**src/rtl/j1_soc_pkg.sv**
```systemverilog
// rtl/j1_soc_pkg.sv - shared types and address predicates for the J1 SoC IO path
package j1_soc_pkg;

    typedef enum logic [1:0] {
        IDLE  = 2'd0,
        ISSUE = 2'd1,
        ACK   = 2'd2
    } arb_state_e;

    // addr[15:14] equal to this pattern selects RAM rather than IO space
    localparam logic [1:0] IO_SPACE_MASK = 2'b00;

    function automatic logic is_ram_addr(input logic [15:0] addr);
        return addr[15:14] == IO_SPACE_MASK;
    endfunction

endpackage

```
**src/rtl/sat_counter.sv**
```systemverilog
// rtl/sat_counter.sv - saturating up-counter with a registered at-or-above-threshold flag
module sat_counter #(
    parameter int W      = 8,
    parameter int THRESH = 200
) (
    input  logic clk_i,
    input  logic rst_n_i,
    input  logic inc_i,
    input  logic clr_i,
    output logic reached_o
);

    localparam logic [W-1:0] THRESH_W = W'(THRESH);

    logic [W-1:0] cnt_q, cnt_d;
    logic         reached_q;

    always_comb begin
        cnt_d = cnt_q;
        if (clr_i) begin
            cnt_d = '0;
        end else if (inc_i && (cnt_q != '1)) begin
            cnt_d = cnt_q + 1'b1;
        end
    end

    // flag follows the next count so it drops in the same edge the count clears
    always_ff @(posedge clk_i) begin
        if (!rst_n_i) begin
            cnt_q     <= '0;
            reached_q <= 1'b0;
        end else begin
            cnt_q     <= cnt_d;
            reached_q <= (cnt_d >= THRESH_W);
        end
    end

    assign reached_o = reached_q;

endmodule

```
**src/rtl/j1_io_arbiter.sv**
```systemverilog
// rtl/j1_io_arbiter.sv - shares the J1 IO bus between the CPU and a secondary req/ack master
module j1_io_arbiter
    import j1_soc_pkg::*;
#(
    parameter int WAIT_W       = 8,
    parameter int STARVE_LIMIT = 200
) (
    input  logic        sys_clk_i,
    input  logic        sys_rst_n_i,
    input  logic        j1_rd,
    input  logic        j1_wr,
    input  logic [15:0] j1_addr,
    input  logic [15:0] j1_dout,
    output logic [15:0] j1_din,
    input  logic        m_req,
    input  logic        m_we,
    input  logic [15:0] m_addr,
    input  logic [15:0] m_wdata,
    output logic        m_ack,
    output logic        m_err,
    output logic [15:0] m_rdata,
    output logic        p_rd,
    output logic        p_wr,
    output logic [15:0] p_addr,
    output logic [15:0] p_dout,
    input  logic [15:0] p_din,
    output logic        starve,
    output logic [15:0] grant_cnt
);

    arb_state_e  state_q, state_d;
    logic        cmd_we_q, cmd_we_d;
    logic [15:0] cmd_addr_q, cmd_addr_d;
    logic [15:0] cmd_wdata_q, cmd_wdata_d;
    logic        err_q, err_d;
    logic [15:0] rdata_q, rdata_d;
    logic [15:0] grant_cnt_q, grant_cnt_d;
    logic        wait_inc, wait_clr;
    logic        cpu_act;

    assign cpu_act = j1_rd | j1_wr;
    assign j1_din  = p_din;

    always_comb begin
        state_d     = state_q;
        cmd_we_d    = cmd_we_q;
        cmd_addr_d  = cmd_addr_q;
        cmd_wdata_d = cmd_wdata_q;
        err_d       = err_q;
        rdata_d     = rdata_q;
        grant_cnt_d = grant_cnt_q;
        wait_inc    = 1'b0;
        wait_clr    = 1'b0;
        m_ack       = 1'b0;
        m_err       = 1'b0;
        p_rd        = 1'b0;
        p_wr        = 1'b0;
        p_addr      = j1_addr;
        p_dout      = j1_dout;

        unique case (state_q)
            IDLE: begin
                if (m_req) begin
                    cmd_we_d    = m_we;
                    cmd_addr_d  = m_addr;
                    cmd_wdata_d = m_wdata;
                    if (is_ram_addr(m_addr)) begin
                        err_d   = 1'b1;
                        state_d = ACK;
                    end else begin
                        state_d = ISSUE;
                    end
                end
            end
            ISSUE: begin
                if (cpu_act) begin
                    wait_inc = 1'b1;
                end else begin
                    p_rd   = ~cmd_we_q;
                    p_wr   = cmd_we_q;
                    p_addr = cmd_addr_q;
                    p_dout = cmd_wdata_q;
                    if (!cmd_we_q) begin
                        rdata_d = p_din;
                    end
                    grant_cnt_d = grant_cnt_q + 16'd1;
                    state_d     = ACK;
                end
            end
            ACK: begin
                m_ack    = 1'b1;
                m_err    = err_q;
                err_d    = 1'b0;
                wait_clr = 1'b1;
                state_d  = IDLE;
            end
            default: state_d = IDLE;
        endcase

        // the CPU has no wait input, so its strobes always own the bus
        if (cpu_act) begin
            p_rd   = j1_rd;
            p_wr   = j1_wr;
            p_addr = j1_addr;
            p_dout = j1_dout;
        end
    end

    always_ff @(posedge sys_clk_i) begin
        if (!sys_rst_n_i) begin
            state_q     <= IDLE;
            cmd_we_q    <= 1'b0;
            cmd_addr_q  <= '0;
            cmd_wdata_q <= '0;
            err_q       <= 1'b0;
            rdata_q     <= '0;
            grant_cnt_q <= '0;
        end else begin
            state_q     <= state_d;
            cmd_we_q    <= cmd_we_d;
            cmd_addr_q  <= cmd_addr_d;
            cmd_wdata_q <= cmd_wdata_d;
            err_q       <= err_d;
            rdata_q     <= rdata_d;
            grant_cnt_q <= grant_cnt_d;
        end
    end

    sat_counter #(
        .W      (WAIT_W),
        .THRESH (STARVE_LIMIT)
    ) u_wait_cnt (
        .clk_i     (sys_clk_i),
        .rst_n_i   (sys_rst_n_i),
        .inc_i     (wait_inc),
        .clr_i     (wait_clr),
        .reached_o (starve)
    );

    assign m_rdata   = rdata_q;
    assign grant_cnt = grant_cnt_q;

endmodule

```
**config.mk**
```make
export PLATFORM = sky130hd
export DESIGN_NAME = j1_io_arbiter
export DESIGN_NICKNAME = d
export VERILOG_FILES = /design/src/rtl/j1_soc_pkg.sv /design/src/rtl/sat_counter.sv /design/src/rtl/j1_io_arbiter.sv
export SDC_FILE = /design/constraint.sdc
export NUM_CORES = 1
export LEC_CHECK = 0
export ABC_CLOCK_PERIOD_IN_PS = 1510
export BUFFER_PORTS_ARGS = -buffer_cell sky130_fd_sc_hd__buf_2
export CAP_MARGIN = 20
export CORE_MARGIN = 1.5
export CORE_UTILIZATION = 35
export CTS_CLUSTER_DIAMETER = 30
export DETAILED_ROUTE_END_ITERATION = 10
export PLACE_DENSITY = 0.77
export SLEW_MARGIN = 20
export SYNTH_ARGS = -nofsm -noshare
export SYNTH_HDL_FRONTEND = slang
export SYNTH_SLANG_ARGS = --single-unit
export TNS_END_PERCENT = 5
```
**constraint.sdc**
```tcl
create_clock -name sys_clk_i -period 1.51 [get_ports sys_clk_i]
set_input_delay 0.151 -clock sys_clk_i [delete_from_list [all_inputs] [get_ports sys_clk_i]]
set_output_delay 0.151 -clock sys_clk_i [all_outputs]
set_load 0.03 [all_outputs]
```
======== Yosys cells after proc, flatten, opt, wreduce, memory -nomap -nowiden ========
Index checks and enable logic that the tools add are counted.
cells by class
  reductions and logical operators ........ 9
  multiplexer cells ....................... 21
  $lt $le $gt $ge ......................... 1
  $add $sub $neg .......................... 2
  bitwise operators ....................... 3
  eq/ne operators ......................... 6
operators with widths
  cell                   count
  $mux 16                4
  $add 16x1->16 const B  1
  $mux 8                 2
  $mux 1                 10
  $add 8x1->8 const B    1
  $ge 8x8->1 const B     1
  $ne 8x8->1 const B     1
  $mux 2                 3
  $ne 2x2->1 const B     3
  $reduce_and 2->1       3
  $reduce_and 3->1       2
  $logic_not 2->1        2
  $pmux 2 s2             1
  $eq 2x1->1 const B     1
  $eq 2x2->1 const B     1
  $not 1->1              2
  $pmux 1 s2             1
  $reduce_bool 2->1      1
  $logic_and 1x1->1      1
  $or 1x1->1             1
storage, ports and cells
  input bits .............................. 86
  logic and storage cells ................. 51
  flip-flop bits (word level) ............. 77

======== Depth between registers and ports, before layout ========
Gate-level depths: netlist of the first run.
  depth after elaboration ................. 7
  depth in mapped cells ................... 6
  depth with buffers taken out ............ 6

======== Cells and area by module ========
Synthesis of the first run repeated with hierarchy kept, for this count alone.
second synthesis, totals
  cell total of the unflattened synthesis .. 489
  area total of the unflattened synthesis .. 3525.9 um2
by module, submodules not included
  module         sequential area each (um2)  cells each  instances  area each (um2)
  j1_io_arbiter  1361.3                      437         1          3089.2
  sat_counter    180.2                       52          1          436.7

======== Worst setup path before layout of the first run ========
Ideal clock, no wire load.
  path type ............................... reg-to-output
  from .................................... reg state_q[1]
  to ...................................... out p_addr[0]
  buffers on the path ..................... 2
  stages on the path, launching flop included .. 5
  required time ........................... 1.359 ns
  arrival time ............................ 1.645 ns
  setup slack ............................. -0.286 ns
  cell sequence ........................... dfxtp_1 -> nor4b_4 -> buf_2 -> buf_2 -> mux2_1
on the way
  longest elaborated chain between the ends .. 3
ends and longest elaborated chain
  element                 line                  text
  from (decl)             j1_io_arbiter.sv:31   arb_state_e state_q, state_d;
  from (signal assigned)  j1_io_arbiter.sv:119  state_q <= state_d;
  $eq 2x1->1              j1_io_arbiter.sv:61   unique case (state_q)
  $mux 16                 j1_io_arbiter.sv:61
  $mux 16                 j1_io_arbiter.sv:101  if (cpu_act) begin
  to (decl)               j1_io_arbiter.sv:24   output logic [15:0] p_addr,
No other way between the ends.

======== Final worst setup path of the first run ========
  from .................................... reg state_q[1]
  to ...................................... out p_dout[0]
on the way
  longest elaborated chain between the ends .. 3
ends and longest elaborated chain
  element     line                  text
  $eq 2x1->1  j1_io_arbiter.sv:61
  $mux 16     j1_io_arbiter.sv:61
  $mux 16     j1_io_arbiter.sv:101
  to (decl)   j1_io_arbiter.sv:25   output logic [15:0] p_dout,
No other way between the ends.

==> results by group, run 1 <==
Status
  – Status: finished, violations left
  – Failing checks: negative setup slack

Flow run
  – Max cap viols: 0

Synthesis
  – Synth top cells by count: 110 x nand2_1, 77 x dfxtp_1, 33 x a21boi_0, 27 x mux2_2, 20 x clkbuf_1
  – Yosys reg bits: 77
  – Largest area contributor in the netlist: dfxtp_1
  – Seq/Total Area, Yosys: 0.427
  – Asr flop ratio synth: 0
  – Synth area leaders: dfxtp_1 43%, nand2_1 11%, mux2_2 8.4%
  – Primary FF master, synth: dfxtp_1
  – Net Count, Synth: ~500
  – Ys Warns: 0
  – Count leader, synth: nand2_1
  – Mapped cell area: about 3600 um2
  – Mean Syn Cell Area: 8.67 um2
  – Cells after Synth: 417
  – EDFF count, synth: 0
  – Synth top area share: 0.427
  – Synth cell types: 36

Power
  – Psw: about 0.0013 W
  – Max rail drop VDD: 0.507 mV
  – Static leakage: 2.39 nW
  – Int Power: 0.00357 W
  – Clock Power Share: 0.360
  – Sw frac: 0.262
  – Combinational Power Share: 0.193
  – Power Dens Cells: 917 nW/um2
  – Tot Pwr: 0.00483 W
  – Sequential power share: 0.447

Min path
  – Hold Path Cell Cnt: 3
  – Hold_sp: m_addr[6]
  – Hold crit path type: in -> reg
  – Worst Hold Endpoint: cmd_addr_q[6]

Floorplanning
  – Chip width: 105 um
  – Cell Rows: 36
  – Die height: ~100 um
  – Initial Util: 0.365
  – Core area: ~9900 um2
  – Ports: 171
  – Die area: 10900 um2

STA
  – Setup TNS Final: -16.00 ns
  – Max Slew Vio Count: 0
  – Final period util: 1.28
  – Fin worst setup slack: -0.423 ns
  – Fin crit period: between 1.5 and 2 ns
  – RSZ-0062 raised after global routing: yes
  – Max_slew headroom: 0.795
  – Worst slew pin tran: 0.308 ns
  – Hold Vio Cnt, Final: 0
  – Fmax: just over 500 MHz
  – Setup-failing EPs final: 50
  – Skew final: 0.00793 ns

Layout
  – Area of the multi-input gates: roughly 2000 um2
  – Non-filler cells, final: 722
  – Fill count: 946
  – Layout cell share with drive strength beyond 1: 0.450
  – Area delta synth->final: 45.8%
  – Antenna diode count: 0
  – Finished Cell Area: 5270 um2
  – Final Net Count: 672
  – Reg area: 1560 um2

Global routing
  – Initial antenna violation count: 0
  – First-pass GRT wire length: 15600 um
  – GRT Total Usage: 0.174
  – Gr ovfl total: 0
  – Largest net degree at the start of global routing: 37
  – Vias in the first global route: 3394

Clock network
  – H-Tree Depth: 3
  – CTS root buf: clkbuf_8
  – Worst-Skew Late Latency: 0.34 ns
  – TritonCTS buffer count: 9
  – TritonCTS clock tree: done
  – Clock Path Buffers: 2
  – Clk sink count: 77
  – CTS clock-pin slew for the worst setup and hold paths: 0.08 ns

Placed design
  – GPL Wtd Cong: 0.843
  – Placed cell count: 703
  – Port Buffers: 170
  – DP Area: 4730 um2
  – Pre-CTS setup slack: -0.159 ns
  – Post-DP HPWL: 6940 um

Setup path
  – Crit Path Class: reg -> out
  – R2R Path End: grant_cnt[10]
  – Req. time, crit path: 1.36 ns
  – Critical Path Sink Type: output pin
  – Worst Path Max Fanout: 17
  – Register-to-Register Path Depth: 6
  – Critical Path AT: 1.78 ns
  – Worst R2R Start: state_q[1]
  – R2r setup slk: -0.27 ns
  – Critical Path Source Type: flip-flop

Routing
  – Drt via density: about 4.7
  – Iter 0 DRT Violations: 92
  – Residual DRC: 0
  – Final antenna-violating net count: 0
  – Total length of routed wires: 9530 um
  – Drt first pass iters: 4
  – DR WL/cell: 13.2 um
  – Via Count: 3392
[layout by cell type, fill, tap and decap left out, types with 4 or more instances in the layout]
cell / synthesis / layout
buf_2: 4 / 135
nand2_1: 110 / 108
dfxtp_1: 77 / 66
buf_6: 0 / 34
a21boi_0: 33 / 31
mux2_4: 0 / 23
buf_4: 16 / 22
a21boi_1: 19 / 21
nor2_1: 14 / 14
and2_1: 15 / 14
clkbuf_8: 0 / 11
mux2_2: 27 / 9
xor2_1: 9 / 9
dfxtp_2: 0 / 9
inv_1: 8 / 8
xnor2_1: 8 / 8
or3_1: 6 / 6
nand3_1: 5 / 5
nor3_1: 7 / 5
and3_1: 4 / 4
buf_12: 0 / 4
[power by group through the flow]
| stage | Clock [W] | Sequential, W | Combinational (W) |
|---|---|---|---|
| floorplan | 0 | 0.00221 | 0.000527 |
| global placement | 0 | 0.00220 | 0.000812 |
| detailed placement | 0 | 0.00220 | 0.000833 |
| CTS | 0.00180 | 0.00216 | 0.000929 |
| global route | 0.00189 | 0.00217 | 0.00101 |
| finish | 0.00174 | 0.00216 | 0.000934 |
[how the worst max path moves through the flow]
stage | to | startpoint
2_1_floorplan | grant_cnt[14] | grant_cnt[7]
3_3_place_gp | grant_cnt[15] | j1_rd
3_5_place_dp | grant_cnt[10] | j1_rd
4_1_cts | p_dout[3] | state_q[1]
5_1_grt | p_dout[0] | state_q[1]
6_report | p_dout[0] | state_q[1]
[metrics by stage]
stage	hold slack, ns	util
after floorplan	0.286	-
after CTS	0.0182	0.525
final	0.0413	0.532
after global routing	0.0410	0.532
after global placement	0.397	0.477
after detailed placement	0.400	0.477
[cell type report]
class                      instances  area share
multi-input combinational        292       0.372
timing repair buffer             196       0.252
clock buffer                      12      0.0294
sequential                        77       0.296
clock inverter                     4      0.0133
tap                              133      0.0316
inverter                           8     0.00570
[cells by family after synthesis]
group | count (synthesis) | share of synthesized area
xor gates and xnor gates | 17 | 0.0412
AOI/OAI and AO/OA | 62 | 0.125
DFF | 77 | 0.427
and+or+nand+nor | 176 | 0.224
buffers and inverters | 48 | 0.0679
adders and majority gates | 2 | 0.00692
muxes | 35 | 0.108
[what timing repair did]
action,CTS,global route
pin swaps,0,1
setup buffers,1,1
setup endpoints to repair,50,58
gates cloned,0,1
hold buffers,0,0
gates resized for setup,77,9
[critical path: stages (launching register included)]
cell and delay [ns]:
dfxtp_2 0.35, nor4b_4 0.25, buf_6 0.18, buf_12 0.18
mux2_4 0.33, buf_6 0.14
[layer usage]
| layer | GRT usage | part of all wire |
|---|---|---|
| met5 | 0 | 0 |
| met4 | 0.0773 | 0.017 |
| met3 | 0.0368 | 0.053 |
| met2 | 0.310 | 0.51 |
| met1 | 0.198 | 0.42 |
[state kept, by name (all words and copies together) (netlist names)]
name,flops
cmd_addr_q,16
cmd_we_q,1
err_q,1
grant_cnt,16
m_rdata,16
cmd_wdata_q,16
u_wait_cnt.reached_o,1
state_q,2
u_wait_cnt.cnt_q,8
Power figures use the tool's default switching activity.
==> run 2: changes to the inputs <==
--- a/config.mk
+++ b/config.mk
@@ -12,7 +12,7 @@
 export CORE_UTILIZATION = 35
 export CTS_CLUSTER_DIAMETER = 30
 export DETAILED_ROUTE_END_ITERATION = 10
-export PLACE_DENSITY = 0.77
+export PLACE_DENSITY = 0.66
 export SLEW_MARGIN = 20
 export SYNTH_ARGS = -nofsm -noshare
 export SYNTH_HDL_FRONTEND = slang
==> results by group, run 2 (synthesis gave the netlist of run 1 again) <==
Layout
  – Area delta synth->final: 44.8%
  – Layout cell share with drive strength beyond 1: 0.458 (+0.00786)
  – Most frequent cells in the layout: 141 x buf_2, 110 x nand2_1, 66 x dfxtp_1
  – Antenna diode count: 0 (unchanged)
  – Final Net Count: 676 (+0.60%)
  – Most common cell after layout, fill and taps aside: buf_2

Placed design
  – Port Buffers: 170 (unchanged)
  – GPL Wtd Cong: 0.783 (-7.1%)
  – Post-DP HPWL: 6790 um (-2.1%)

Routing
  – Via Count: 3337 (-1.6%)
  – DR WL/cell: 12.7 um (-3.7%)
  – Drt via density: 4.60 (-2.0%)
  – Iter 0 DRT Violations: 109 (+18%)
  – Residual DRC: 0 (unchanged)
  – Drt first pass iters: 4 (unchanged)
  – Total length of routed wires: 9210 um (-3.3%)
  – Final antenna-violating net count: 0 (unchanged)

STA
  – Skew final: 0.00992 ns (+0.00199 ns)
  – Hold Vio Cnt, Final: 0 (unchanged)
  – Fmax: 508 MHz (-1.9%)
  – Fin crit period: 1.97 ns (+0.0368 ns)
  – Max Slew Vio Count: 0 (unchanged)
  – Setup-failing EPs final: 46 (-8.0%)
  – Worst slew pin tran: 0.353 ns (+0.0449 ns)
  – RSZ-0062 raised after global routing: yes
  – Max_slew headroom: 0.765 (-0.0299)
  – WHS: 0.0429 ns (+0.00159 ns)
  – Final period util: 1.30 (+0.0244)
  – Fin worst setup slack: -0.460 ns (-0.0368 ns)

Min path
  – Worst Hold Endpoint: cmd_addr_q[9]
  – Hold Path Cell Cnt: 3 (unchanged)
  – Hold_sp: m_addr[9]
  – Hold crit path type: in -> reg

Power
  – Tot Pwr: 0.00463 W (-4.1%)
  – Static leakage: 2.41 nW (+0.53%)
  – Max rail drop VDD: 0.378 mV (-25%)
  – Power Dens Cells: 886 nW/um2 (-3.4%)

Clock network
  – Clk sink count: 77 (unchanged)
  – CTS clock-pin slew for the worst setup and hold paths: 0.08 ns (about the same)
  – Clock Path Buffers: 2 (unchanged)
  – CTS root buf: clkbuf_8
  – H-Tree Depth: 3 (unchanged)
  – Worst-Skew Late Latency: 0.34 ns (about the same)
  – TritonCTS clock tree: done
  – TritonCTS buffer count: 9 (unchanged)
  – Hold-fix buffer count after cts: 0 (unchanged)

Global routing
  – Vias in the first global route: 3202 (-5.7%)
  – Largest net degree at the start of global routing: 68 (+84%)
  – GRT Total Usage: 0.167 (-0.00670)
  – Met2 usage: 0.293 (-0.0169)
  – GRT met3 Usage: 0.0374 (+0.000624)
  – M1 GR Usage: 0.198 (about the same)
  – Initial antenna violation count: 0 (unchanged)
  – Gr ovfl total: 0 (unchanged)
  – First-pass GRT wire length: 14900 um (-4.0%)
  – Gr busiest metal: met2

Setup path
  – Crit Path Class: reg -> out
  – Register-to-Register Path Depth: 7 (+1)
  – R2R Path End: grant_cnt[15]
  – Req. time, crit path: 1.36 ns (about the same)
  – Worst Path Max Fanout: 20 (+3)
  – Critical Path Source Type: flip-flop
  – Critical Path Sink Type: output pin
  – R2r setup slk: -0.27 ns (about the same)
  – Critical Path AT: 1.82 ns (+0.04 ns)
  – Worst R2R Start: state_q[1]

Floorplanning
  – Core area: 9910 um2 (unchanged)
  – Die height: 105 um (unchanged)
  – Initial Util: 0.365 (unchanged)
  – Die area: 10900 um2 (unchanged)
  – Ports: 171 (unchanged)
  – Cell Rows: 36 (unchanged)
  – Chip width: 105 um (unchanged)

Status
  – Status: finished, violations left
  – Failing checks: negative setup slack

Flow run
  – Max cap viols: 0 (unchanged)
-- run 2: cell types whose count changed in the layout (fill, tap and decap cells not counted), sizes merged --
| cell | before | now |
|---|---|---|
| bufinv | 2 | 1 |
| inv | 8 | 9 |
| buf | 195 | 200 |
| clkbuf | 13 | 11 |
-- run 2: how the worst max path moves through the flow --
stage	startpoint	endpoint	slack, ns	cells after the start
3_3_place_gp	j1_rd	grant_cnt[11]	-0.15	7
4_1_cts	state_q[1]	p_dout[10]	-0.49	5
2_1_floorplan	grant_cnt[7]	grant_cnt[14]	-0.07	6
5_1_grt	state_q[1]	p_addr[15]	-0.55	5
6_report	state_q[1]	p_dout[0]	-0.46	5
3_5_place_dp	state_q[1]	grant_cnt[15]	-0.19	6
-- run 2: routing by layer --
| layer | wire length [um] | vias to the layer above |
|---|---|---|
| met3 | 447 | 10 |
| li1 | - | 1697 |
| met4 | 140 | 0 |
| met5 | 0 | - |
| met1 | 3960 | 1550 |
| met2 | 4670 | 80 |
-- run 2: final cells by class --
class | instances | area, um2
fillers | 944 | 4680
multi-input cells | 292 | 1980
flip-flops and latches | 77 | 1560
repair buffers | 200 | 1300
well taps | 133 | 166
clock buffers | 11 | 151
clock inverters | 4 | 46.3
inverters | 8 | 30.0
-- run 2: stage by stage --
| stage | setup WS (ns) | util | TNS (ns) | area, um2 | instances |
|---|---|---|---|---|---|
| finish | -0.460 | 0.528 | -15.50 | 5230 | 725 |
| global route | -0.554 | 0.528 | -20.60 | 5230 | 725 |
| CTS | -0.489 | 0.523 | -16.66 | 5180 | 724 |
| detailed placement | -0.187 | 0.481 | -5.80 | 4770 | 708 |
| global placement | -0.147 | 0.481 | -4.85 | 4770 | 708 |
| floorplan | -0.0684 | - | -0.483 | 3730 | 417 |
-- run 2: power by group --
group	switching (W)	internal, W	total (W)
Clock	0.000729	0.000841	0.00157
Combinational	0.000484	0.000422	0.000905
Sequential	0.0000507	0.00211	0.00216
-- run 2: timing repair --
action	in CTS	in global routing
pin swaps	3	2
resized for setup	64	10
setup endpoints to repair	50	71
cloned	0	0
setup buffers	1	1
-- run 2: critical path: stages, from the launching register on --
cell	delay, ns
dfxtp_2	0.35
nor4b_4	0.25
buf_6	0.18
buf_12	0.19
mux2_2	0.36
buf_6	0.14
